==> src/rtl/rflc_decoder_mc.sv <==
`default_nettype none
// ============================================================================
// Module   : rflc_decoder_mc
// Brief    : Multi-channel clocked request-delay decoder. Each 2-phase request
//            transition on rout is replayed on rin after a programmable delay
//            (long for rising, short for falling), as a toggle or a 1-cycle
//            pulse, with a one-deep pending slot and a sticky overrun flag.
// Revision : 1.0 - initial release
// ============================================================================
module rflc_decoder_mc #(
    parameter int CH          = 4,
    parameter int DW          = 4,
    parameter int SYNC_STAGES = 2
) (
    input  logic          clk,
    input  logic          rst_n,
    input  logic [CH-1:0] rout,
    input  logic [DW-1:0] dly_long,
    input  logic [DW-1:0] dly_short,
    input  logic          mode,
    input  logic          err_clr,
    output logic [CH-1:0] rin,
    output logic [CH-1:0] rin_edge,
    output logic [CH-1:0] busy,
    output logic [CH-1:0] err_overrun
);

    typedef enum logic {
        ST_IDLE = 1'b0,
        ST_WAIT = 1'b1
    } state_t;

    // Request as seen in the clk domain.
    logic [CH-1:0] rout_s;

    generate
        if (SYNC_STAGES == 0) begin : g_nosync
            assign rout_s = rout;
        end else begin : g_sync
            // Any non-zero SYNC_STAGES builds the two-flop synchroniser.
            logic [CH-1:0] sync1_q;
            logic [CH-1:0] sync2_q;

            // Two-flop synchroniser on every request bit.
            always_ff @(posedge clk or negedge rst_n) begin
                if (!rst_n) begin
                    sync1_q <= '0;
                    sync2_q <= '0;
                end else begin
                    sync1_q <= rout;
                    sync2_q <= sync1_q;
                end
            end

            assign rout_s = sync2_q;
        end
    endgenerate

    genvar gi;
    generate
        for (gi = 0; gi < CH; gi++) begin : g_ch
            state_t        state_q, state_d;
            logic [DW-1:0] cnt_q, cnt_d;
            logic          edge_q, edge_d;
            logic          pend_v_q, pend_v_d;
            logic          pend_edge_q, pend_edge_d;
            logic [DW-1:0] pend_cnt_q, pend_cnt_d;
            logic          prev_q;
            logic          rin_q, rin_d;
            logic          rin_edge_q, rin_edge_d;
            logic          busy_q, busy_d;
            logic          err_q, err_d;

            logic          ev;
            logic          ev_edge;
            logic [DW-1:0] ev_dly;
            logic          fire;
            logic          overrun;

            // A transition of the synchronised request is one event; its
            // delay is chosen by the direction it moved in.
            assign ev      = rout_s[gi] ^ prev_q;
            assign ev_edge = rout_s[gi];
            assign ev_dly  = rout_s[gi] ? dly_long : dly_short;

            // Next-state: countdown, fire, pending slot and overrun handling.
            always_comb begin
                state_d     = state_q;
                cnt_d       = cnt_q;
                edge_d      = edge_q;
                pend_v_d    = pend_v_q;
                pend_edge_d = pend_edge_q;
                pend_cnt_d  = pend_cnt_q;
                fire        = 1'b0;
                overrun     = 1'b0;

                case (state_q)
                    ST_IDLE: begin
                        if (ev) begin
                            cnt_d   = ev_dly;
                            edge_d  = ev_edge;
                            state_d = ST_WAIT;
                        end
                    end
                    ST_WAIT: begin
                        if (cnt_q != '0) begin
                            cnt_d = cnt_q - DW'(1);
                            if (ev) begin
                                if (!pend_v_q) begin
                                    pend_v_d    = 1'b1;
                                    pend_edge_d = ev_edge;
                                    pend_cnt_d  = ev_dly;
                                end else begin
                                    overrun = 1'b1;
                                end
                            end
                        end else begin
                            fire = 1'b1;
                            if (pend_v_q) begin
                                // Pending event goes first; a coincident new
                                // event refills the slot it just vacated.
                                cnt_d  = pend_cnt_q;
                                edge_d = pend_edge_q;
                                if (ev) begin
                                    pend_edge_d = ev_edge;
                                    pend_cnt_d  = ev_dly;
                                end else begin
                                    pend_v_d = 1'b0;
                                end
                            end else if (ev) begin
                                cnt_d  = ev_dly;
                                edge_d = ev_edge;
                            end else begin
                                state_d = ST_IDLE;
                            end
                        end
                    end
                    default: begin
                        state_d = ST_IDLE;
                    end
                endcase

                // Pulse mode forces rin low on any cycle without a fire.
                rin_d      = mode ? fire : (rin_q ^ fire);
                rin_edge_d = fire ? edge_q : rin_edge_q;
                // Set has priority over the shared clear.
                err_d      = (err_q & ~err_clr) | overrun;
                busy_d     = (state_d == ST_WAIT) | pend_v_d;
            end

            // Per-channel state and registered outputs.
            always_ff @(posedge clk or negedge rst_n) begin
                if (!rst_n) begin
                    state_q     <= ST_IDLE;
                    cnt_q       <= '0;
                    edge_q      <= 1'b0;
                    pend_v_q    <= 1'b0;
                    pend_edge_q <= 1'b0;
                    pend_cnt_q  <= '0;
                    prev_q      <= 1'b0;
                    rin_q       <= 1'b0;
                    rin_edge_q  <= 1'b0;
                    busy_q      <= 1'b0;
                    err_q       <= 1'b0;
                end else begin
                    state_q     <= state_d;
                    cnt_q       <= cnt_d;
                    edge_q      <= edge_d;
                    pend_v_q    <= pend_v_d;
                    pend_edge_q <= pend_edge_d;
                    pend_cnt_q  <= pend_cnt_d;
                    prev_q      <= rout_s[gi];
                    rin_q       <= rin_d;
                    rin_edge_q  <= rin_edge_d;
                    busy_q      <= busy_d;
                    err_q       <= err_d;
                end
            end

            assign rin[gi]         = rin_q;
            assign rin_edge[gi]    = rin_edge_q;
            assign busy[gi]        = busy_q;
            assign err_overrun[gi] = err_q;
        end
    endgenerate

endmodule
`default_nettype wire

==> config.mk <==
export PLATFORM = sky130hd
export DESIGN_NAME = rflc_decoder_mc
export DESIGN_NICKNAME = d
export VERILOG_FILES = /design/src/rtl/rflc_decoder_mc.sv
export SDC_FILE = /design/constraint.sdc
export NUM_CORES = 1
export LEC_CHECK = 0
export BUFFER_PORTS_ARGS = -buffer_cell sky130_fd_sc_hd__buf_2
export CAP_MARGIN = 0
export CORE_MARGIN = 2
export CORE_UTILIZATION = 55
export CTS_CLUSTER_SIZE = 28
export DETAILED_ROUTE_END_ITERATION = 8
export GPL_ROUTABILITY_DRIVEN = 0
export PLACE_DENSITY_LB_ADDON = 0.05
export RECOVER_POWER = 100
export SLEW_MARGIN = 20
export SYNTH_ARGS = -nofsm -noshare
export SYNTH_HDL_FRONTEND = slang
export SYNTH_SLANG_ARGS = --single-unit
==> constraint.sdc <==
create_clock -name clk -period 4.4 [get_ports clk]
set_clock_uncertainty 0.05 [all_clocks]
set_input_delay 0.22 -clock clk [delete_from_list [all_inputs] [get_ports clk]]
set_output_delay 0.22 -clock clk [all_outputs]
set_load 0.05 [all_outputs]
**Word level (Yosys, flattened, before mapping)**

Cells that the tools add are included.

- Register bits: 76
- Latch bits: 0
- Memory bits (writable): 0
- Memory bits (read-only): 0
- Input bits: 16
- Output and inout bits: 16
- Logic and storage cells: 231
- Memories: 0

- Add/subtract/negate cells: 4
- $mul: 0
- Div/mod/pow operators: 0
- Order comparisons: 0
- Eq/ne operators: 8
- Shift-type cells: 0
- Mux-type cells: 136
- Bitwise logic cells: 25
- Reductions and logical operators: 12

Operator list:

| operator | count |
|---|---|
| 2-to-1 mux 4 bit | 36 |
| 2-to-1 mux 1 bit | 88 |
| case mux 4 bit (2 select lines) | 4 |
| inequality test 2 bit (second input constant) | 8 |
| case mux 1 bit (2 select lines) | 8 |
| AND reduction 4 bit | 4 |
| nonzero test 4 bit | 4 |
| subtractor 4 x 1 -> 4 bit (second input constant) | 4 |
| OR 1 bit | 8 |
| nonzero test 2 bit | 4 |
| XOR 1 bit | 8 |
| NOT 1 bit | 5 |
| AND 1 bit | 4 |

**Logic depth before layout (Yosys ltp)**

Gate-level depths: netlist of the first run.

- Word-level depth: 6
- Gate-level depth with buffers: 7
- Gate-level depth less buffers: 6

**Least setup slack after synthesis of the first run**

OpenSTA, ideal clock, no wires.

- Path kind: register to register
- Start: register g_ch[1].cnt_q[0]
- End: register g_ch[1].pend_edge_q
- Setup time: 125 ps
- Arrival time: 1,692 ps
- Data required time: 4,225 ps
- Slack: 2,533 ps
- Stages on the path, launching flop included: 7
- Path buffers: 0
- Clock period less this slack: 1,867 ps
- Cells stage by stage: dfrtp_1 > inv_1 > ha_1 > or3b_4 > o21ai_4 > nand3b_4 > mux2_4

- Cells in the longest elaborated chain, start to end: 3
- Elaborated cells between the ends (all ways): 5
- Classes of those cells: eq/ne (1); mux (1); reduce/logical (3)

RTL lines:

| element | line | source |
|---|---|---|
| start: declaration | 63 | `logic [DW-1:0] cnt_q, cnt_d;` |
| start signal: assignment | 167 | `cnt_q <= cnt_d;` |
| nonzero test 4 bit * | 106 | `if (cnt_q != '0) begin` |
| inequality test 2 bit (no source line) / nonzero test 2 bit (equally long branches) | n/a |  |
| AND reduction 4 bit (no source line) | n/a |  |
| end signal: assignment | 170 | `pend_edge_q <= pend_edge_d;` |
| end: declaration | 66 | `logic pend_edge_q, pend_edge_d;` |

Mark *: on every way between the ends. The rest lies on a longest branch, timed or not.
A chain may end at the register's enable or synchronous reset.

**Worst setup path after layout of the first run**

- Start: register g_ch[0].cnt_q[0]
- End: register g_ch[0].pend_edge_q

- Cells in the longest elaborated chain, start to end: 3
- Elaborated cells between the ends (all ways): 5
- Classes of those cells: eq/ne (1); mux (1); reduce/logical (3)

RTL lines:

| element | line |
|---|---|
| start: declaration | 63 |
| start signal: assignment | 167 |
| nonzero test 4 bit * | 106 |
| inequality test 2 bit (no source line) / nonzero test 2 bit (equally long branches) | n/a |
| AND reduction 4 bit (no source line) | n/a |
| end signal: assignment | 170 |
| end: declaration | 66 |

Marked as above.

==> out/metrics.yaml, run 1 <==
global_route:
  antenna_found_initial: 0
  grt_max_degree: 77
  grt_pass1_wl_um: 14800
  grt_overflow: 0
  grt_use_total_pct: 22.7
  first_global_vias: 2832
floorplanning:
  core_um2: 7330
  num_rows: 31
  io_pins: 32
  dieWidth_um: 91.4
  dieArea_um2: 8350
  start_util_pct: 57.3
  dieHeight_um: 91.4
finish:
  antenna_cells: 0
  nets: 431
  fin_util_pct: 59.8
  postLayoutCellArea_um2: 4380
  syn2layout_area_growth_pct: 4.41
  drive_above_1_share_pct: 15.4
  instances_no_fill: 515
logic_synthesis:
  seq_area_frac_synth_pct: 45.3
  synth_cells: 400
  yosysWarnings: 0
  syn-num-nets: 420
  netlist_area_um2: 4200
  yosysUniqueCellTypes: 54
  ys_ff_latch: 76
  avgSynthCellArea_um2: 10.5
detailed_routing:
  ant_nets: 0
  wire_per_inst_um: 16.8
  vias_per_cell: 5.71
  wl_um: 8640
  drt_iter0_drc: 160
  drcViolationCount: 0
  drt_first_pass_iters: 4
  vias: 2939
power:
  vdd_drop_max_mv: 0.284
  power.density_nw_per_um2: 641
  seqPwrFrac_pct: 42.9
  p_sw_w: 0.00110
  internal-power_w: 0.00171
  switching_share_pct: 39.1
  p_comb_share_pct: 37.5
  pwr-share-clk_pct: 19.7
  p_leak_nw: 1.91
  fin_total_pwr_w: 0.00281
sta:
  rsz0062_at_grt: "false"
  min_period_ns: 2.42
  final.period_utilization_pct: 55.1
  finalSetupTns_ns: 0
  finalHoldViolCount: 0
  drv_slew: 77
  relSlewSlack_pct: -22.8
  timing.fmax_mhz: 413
  worst_slew_pin_slew_ns: 1.84
  setup_violations: 0
clock_network:
  cts_htree_levels: 3
  clock-sinks: 76
  cts_tree: "done"
  postCtsSetupRepairBufs: 0
  cts_buffer_depth: 2
  cts_buffers: 9
  clkTransAtPathRegs_ns: 0.09
  root_buffer: "clkbuf_8"
  clock_latency_ns: 0.36
critical_path:
  end_kind: "register"
  timing_worst_setup_path_type: "reg2reg"
  arrival_ns: 2.62
  critPathLaunchType: "register"
  cp_max_fo: 5
  required_ns: 4.59
placement:
  hpwl_um: 5540
  dp_cells: 494
  placed_area_um2: 4270
  io_buffers: 31
run_status:
  violations: "capacitance limit, slew limit"
  status: "complete, but fails checks"
worst_hold_path:
  min_path_type: "in2reg"
job:
  maxCapViolCount: 1
==> cell usage after synthesis (all sizes together) <==
master / count / area, um^2
a32o: 2 / 20.0
ha: 4 / 50.1
a21oi: 17 / 85.1
o311a: 1 / 10.0
o211ai: 2 / 15.0
or3: 7 / 43.8
a32oi: 1 / 8.76
o21bai: 1 / 7.51
dfrtp: 76 / 1900
clkbuf: 10 / 37.5
nand2: 47 / 176
a22o: 4 / 35.0
mux2: 38 / 465
or3b: 4 / 40.0
nand2b: 10 / 62.6
xnor2: 8 / 70.1
buf: 26 / 174
o21ai: 28 / 166
nand4: 2 / 12.5
nand3b: 3 / 47.6
nor2: 11 / 41.3
mux2i: 16 / 160
o221ai: 3 / 32.5
and2: 1 / 8.76
nor2b: 9 / 56.3
o2111ai: 2 / 17.5
a211oi: 4 / 30.0
and3: 1 / 6.26
nor3b: 5 / 52.6
o22ai: 6 / 37.5
a22oi: 10 / 80.1
nor3: 4 / 20.0
a21o: 3 / 22.5
xor2: 3 / 33.8
a31oi: 4 / 25.0
inv: 16 / 60.1
nand3: 6 / 40.0
o22a: 2 / 17.5
a211o: 3 / 26.3
==> critical path, cell delays in order (launching register included) <==
cell and delay (ns):
dfrtp_1 0.40, inv_1 0.08, ha_1 0.22, or3b_1 0.41
o21ai_0 0.45, nand3b_1 0.32, mux2_1 0.37
==> cells in the final DEF, fill, tap and decap left out, types with 3 or more instances in the layout <==
cell type and n:
a211o_1 3, a211oi_1 4, a21o_1 3, a21oi_1 17, a22o_1 4, a22oi_1 9
a31oi_1 4, buf_2 14, clkbuf_1 17, clkbuf_8 10, dfrtp_1 76, dlygate4sd3_1 5
ha_1 4, inv_1 16, mux2_1 8, mux2_2 28, mux2i_1 16, nand2_1 47
nand2b_1 10, nand3_1 6, nand3b_1 3, nor2_1 11, nor2b_1 9, nor3_1 4
nor3b_1 5, o21ai_0 28, o22ai_1 6, or3_1 7, or3b_1 3, xnor2_1 8
==> state kept, by name, summed over array words and instances (netlist names) <==
register	count
g_ch.busy_q	4
g_sync.sync2_q	4
g_ch.rin_q	4
g_ch.prev_q	4
g_ch.pend_edge_q	4
g_ch.cnt_q	16
g_sync.sync1_q	4
g_ch.edge_q	4
g_ch.pend_cnt_q	16
g_ch.err_q	4
g_ch.state_q	4
g_ch.pend_v_q	4
g_ch.rin_edge_q	4
==> final cells by class <==
cell class | instances | area (um^2)
inverters | 16 | 60.1
fillers | 622 | 2950
clock inverters | 5 | 60.1
clock buffers | 11 | 141
multi-input cells | 272 | 1910
flip-flops and latches | 76 | 1900
well taps | 99 | 124
repair buffers | 36 | 185
==> worst paths after layout <==
| kind | start | to | slack (ns) | cells after the start |
|---|---|---|---|---|
| setup / recovery | g_ch[0].cnt_q[0] | g_ch[0].pend_edge_q | 1.98 | 6 |
| hold / removal | err_clr | g_ch[2].err_q | 0.1 | 2 |
| setup reg to reg | g_ch[0].cnt_q[0] | g_ch[0].pend_edge_q | 1.98 | 6 |
| hold reg to reg | g_sync.sync1_q[1] | g_sync.sync2_q[1] | 0.30 | 0 |
| max in group asynchronous | rst_n | g_sync.sync1_q[1] | 2.36 | 2 |
| min in group asynchronous | rst_n | g_ch[0].rin_q | 0.85 | 2 |
==> logic make-up after synthesis <==
family	after synthesis	synth area share [%]
adder cells (fa/ha/maj)	4	1.19
XOR/XNOR	11	2.47
buffers and inverters	52	6.47
multiplexers	54	14.9
AND/OR/NAND/NOR	110	14.5
flip-flops	76	45.3
AO/OA/AOI/OAI	93	15.2
==> through the flow <==
stage | worst slack (ns) | hold slack [ns]
floorplan | 2.53 | -0.126
global placement | 2.45 | 0.279
detailed placement | 2.41 | 0.279
CTS | 2.39 | 0.0844
global route | 1.79 | 0.103
finish | 1.98 | 0.0953
==> power groups by stage <==
stage / sequential [W] / clock, W / combinational (W)
after detailed placement: 0.00122 / 0 / 0.00114
after CTS: 0.00121 / 0.000564 / 0.00115
after floorplan: 0.00111 / 0 / 0.00107
final: 0.00120 / 0.000553 / 0.00105
after global routing: 0.00125 / 0.000602 / 0.00118
after global placement: 0.00122 / 0 / 0.00112
==> layer usage <==
layer / wire length, um / track usage (%)
met1: 4270 / 33.4
met2: 3910 / 33.4
met3: 343 / 4.32
met4: 115 / 8.08
met5: 0 / 0
==> timing repair <==
action                                 4_1_cts  5_1_grt
hold buffers                                 5        0
resized for setup                            0        0
endpoints found under the hold margin       34        0
Note: power is estimated with default switching activity, not from simulation.
==> inputs of run 2 (changes only) <==
CORE_UTILIZATION = 54   (was 55)
clock period = 2.1 ns   (was 4.4 ns; I/O delays follow)
==> run 2 against run 1 <==
The flow now finishes without violations. Clock power is 100% higher. Sequential share of layout area is 1.6 points lower. Via count is 2.4% higher. Highest routed layer unchanged.
==> out/metrics.yaml, run 2 (same netlist as run 1, synthesis figures left out) <==
run_status:
  status: "complete, no violations"
sta:
  min_period_ns: 2.01  # -0.412 ns
  hold_slack_ns: 0.0799  # -0.0154 ns
  timing.fmax_mhz: 498  # +21%
  finalHoldViolCount: 0  # unchanged
  worst_slew_pin_slew_ns: 1.07  # -0.775 ns
  rsz0062_at_grt: "false"
  drv_slew: 0  # -100%
  relSlewSlack_pct: 28.8  # +52 points
  finalSetupTns_ns: 0  # unchanged
  setup_violations: 0  # unchanged
  final.period_utilization_pct: 95.7  # +41 points
critical_path:
  cp_max_fo: 5  # unchanged
  critPathLaunchType: "register"
  worstSetupEndpoint: "g_ch[1].pend_cnt_q[2]"
  arrival_ns: 2.20  # -0.42 ns
  r2r_cells: 6  # unchanged
  required_ns: 2.29  # -2.30 ns
  reg2reg_from: "g_ch[1].cnt_q[0]"
  rrSetupSlack_ns: 0.09  # -1.89 ns
  end_kind: "register"
  timing_worst_setup_path_type: "reg2reg"
  crit_start: "g_ch[1].cnt_q[0]"
  r2r-end: "g_ch[1].pend_cnt_q[2]"
finish:
  final_common_cell: "dfrtp_1"
  antenna_cells: 0  # unchanged
  n_fill_cell: 680  # +9.3%
  nets: 444  # +3.0%
  drive_above_1_share_pct: 20.5  # +5.1 points
  regArea_um2: 1900  # unchanged
  final_cell_mix: "dfrtp_1 (76), nand2_1 (47), mux2_2 (28)"
  syn2layout_area_growth_pct: 8.52
  reg_top3: "g_ch.cnt_q: 16 flops, g_ch.pend_cnt_q: 16 flops"
  multi_input_area_um2: 2010  # +5.4%
clock_network:
  root_buffer: "clkbuf_8"
  cts_htree_levels: 3  # unchanged
  cts_tree: "done"
  clock_latency_ns: 0.35  # about the same
  postCtsSetupRepairBufs: 0  # unchanged
  cts_buffer_depth: 2  # unchanged
  clock-sinks: 76  # unchanged
  cts_buffers: 9  # unchanged
  clkTransAtPathRegs_ns: 0.08  # about the same
detailed_routing:
  drt_iter0_drc: 142  # -11%
  wire_per_inst_um: 16.3  # -2.6%
  ant_nets: 0  # unchanged
  drcViolationCount: 0  # unchanged
  wl_um: 8670  # +0.41%
  drt_first_pass_iters: 4  # unchanged
  vias: 3010  # +2.4%
  vias_per_cell: 5.67  # -0.67%
global_route:
  grt_use_total_pct: 22.0  # -0.67 points
  grt_pass1_wl_um: 14500  # -2.3%
  antenna_found_initial: 0  # unchanged
  first_global_vias: 2776  # -2.0%
  grt_overflow: 0  # unchanged
  grt_max_degree: 45  # -42%
floorplanning:
  dieHeight_um: 92.2  # +0.88%
  dieWidth_um: 92.2  # +0.88%
  num_rows: 32  # +3.2%
  core_um2: 7650  # +4.3%
  start_util_pct: 54.9  # -2.4 points
  dieArea_um2: 8500  # +1.8%
  io_pins: 32  # unchanged
power:
  p_leak_nw: 2.03  # +6.5%
  vdd_drop_max_mv: 0.590  # +110%
  power.density_nw_per_um2: 1330  # +110%
job:
  maxCapViolCount: 0  # -1
worst_hold_path:
  min_path_type: "in2reg"
placement:
  hpwl_um: 5900  # +6.6%
  io_buffers: 31  # unchanged
-- run 2: worst min-delay path by stage --
stage | from | end | slack (ns) | cells after the start
floorplan | rst_n | g_ch[0].busy_q | -0.24 | 0
global route | mode | g_ch[2].rin_q | 0.10 | 3
global placement | rst_n | g_ch[2].busy_q | 0.08 | 1
detailed placement | rst_n | g_ch[2].busy_q | 0.09 | 1
CTS | mode | g_ch[2].rin_q | 0.08 | 3
finish | mode | g_ch[2].rin_q | 0.08 | 3
-- run 2: per-layer routing --
| layer | global-route usage, % | vias to the layer above | share of wire (%) |
|---|---|---|---|
| li1 | - | 1463 | - |
| met1 | 33.0 | 1459 | 50 |
| met2 | 32.5 | 75 | 44 |
| met3 | 3.20 | 13 | 4.7 |
| met4 | 7.84 | 0 | 1.6 |
| met5 | 0 | - | 0 |
-- run 2: power by group --
part	internal (W)	switching [W]	leakage [nW]	total, W
sequential	0.00201	0.000524	0.865	0.00253
clock	0.000549	0.000561	0.0962	0.00111
combinational	0.00113	0.00127	1.07	0.00240
-- run 2: stage by stage --
stage	util (%)	setup slack [ns]	std cells	total power, W	cell area (um^2)
CTS	60.5	0.0764	531	0.00613	4630
global placement	57.2	0.165	509	0.00496	4370
finish	59.6	0.0900	531	0.00604	4560
floorplan	-	0.233	400	0.00456	4200
detailed placement	57.2	0.0994	509	0.00500	4370
global route	59.6	0.00719	531	0.00647	4560
-- run 2: final cells by class --
class / instances / share of cell area, %
flip-flops and latches: 76 / 41.7
well taps: 102 / 2.80
clock inverters: 6 / 1.43
clock buffers: 10 / 2.80
inverters: 16 / 1.32
repair buffers: 49 / 5.69
multi-input cells: 272 / 44.2
-- run 2: critical path, stage by stage (launching register included) --
cell      delay (ns)
dfrtp_1         0.39
inv_1           0.08
ha_1            0.21
or3b_4          0.43
o21ai_4         0.20
nand3b_4        0.22
mux2_4          0.31
-- run 2: repair_timing --
| item | 4_1_cts | 5_1_grt |
|---|---|---|
| setup endpoints to repair | 0 | 5 |
| gates resized for setup | 0 | 1 |
| hold buffers | 6 | 0 |
| hold endpoints to repair | 49 | 0 |
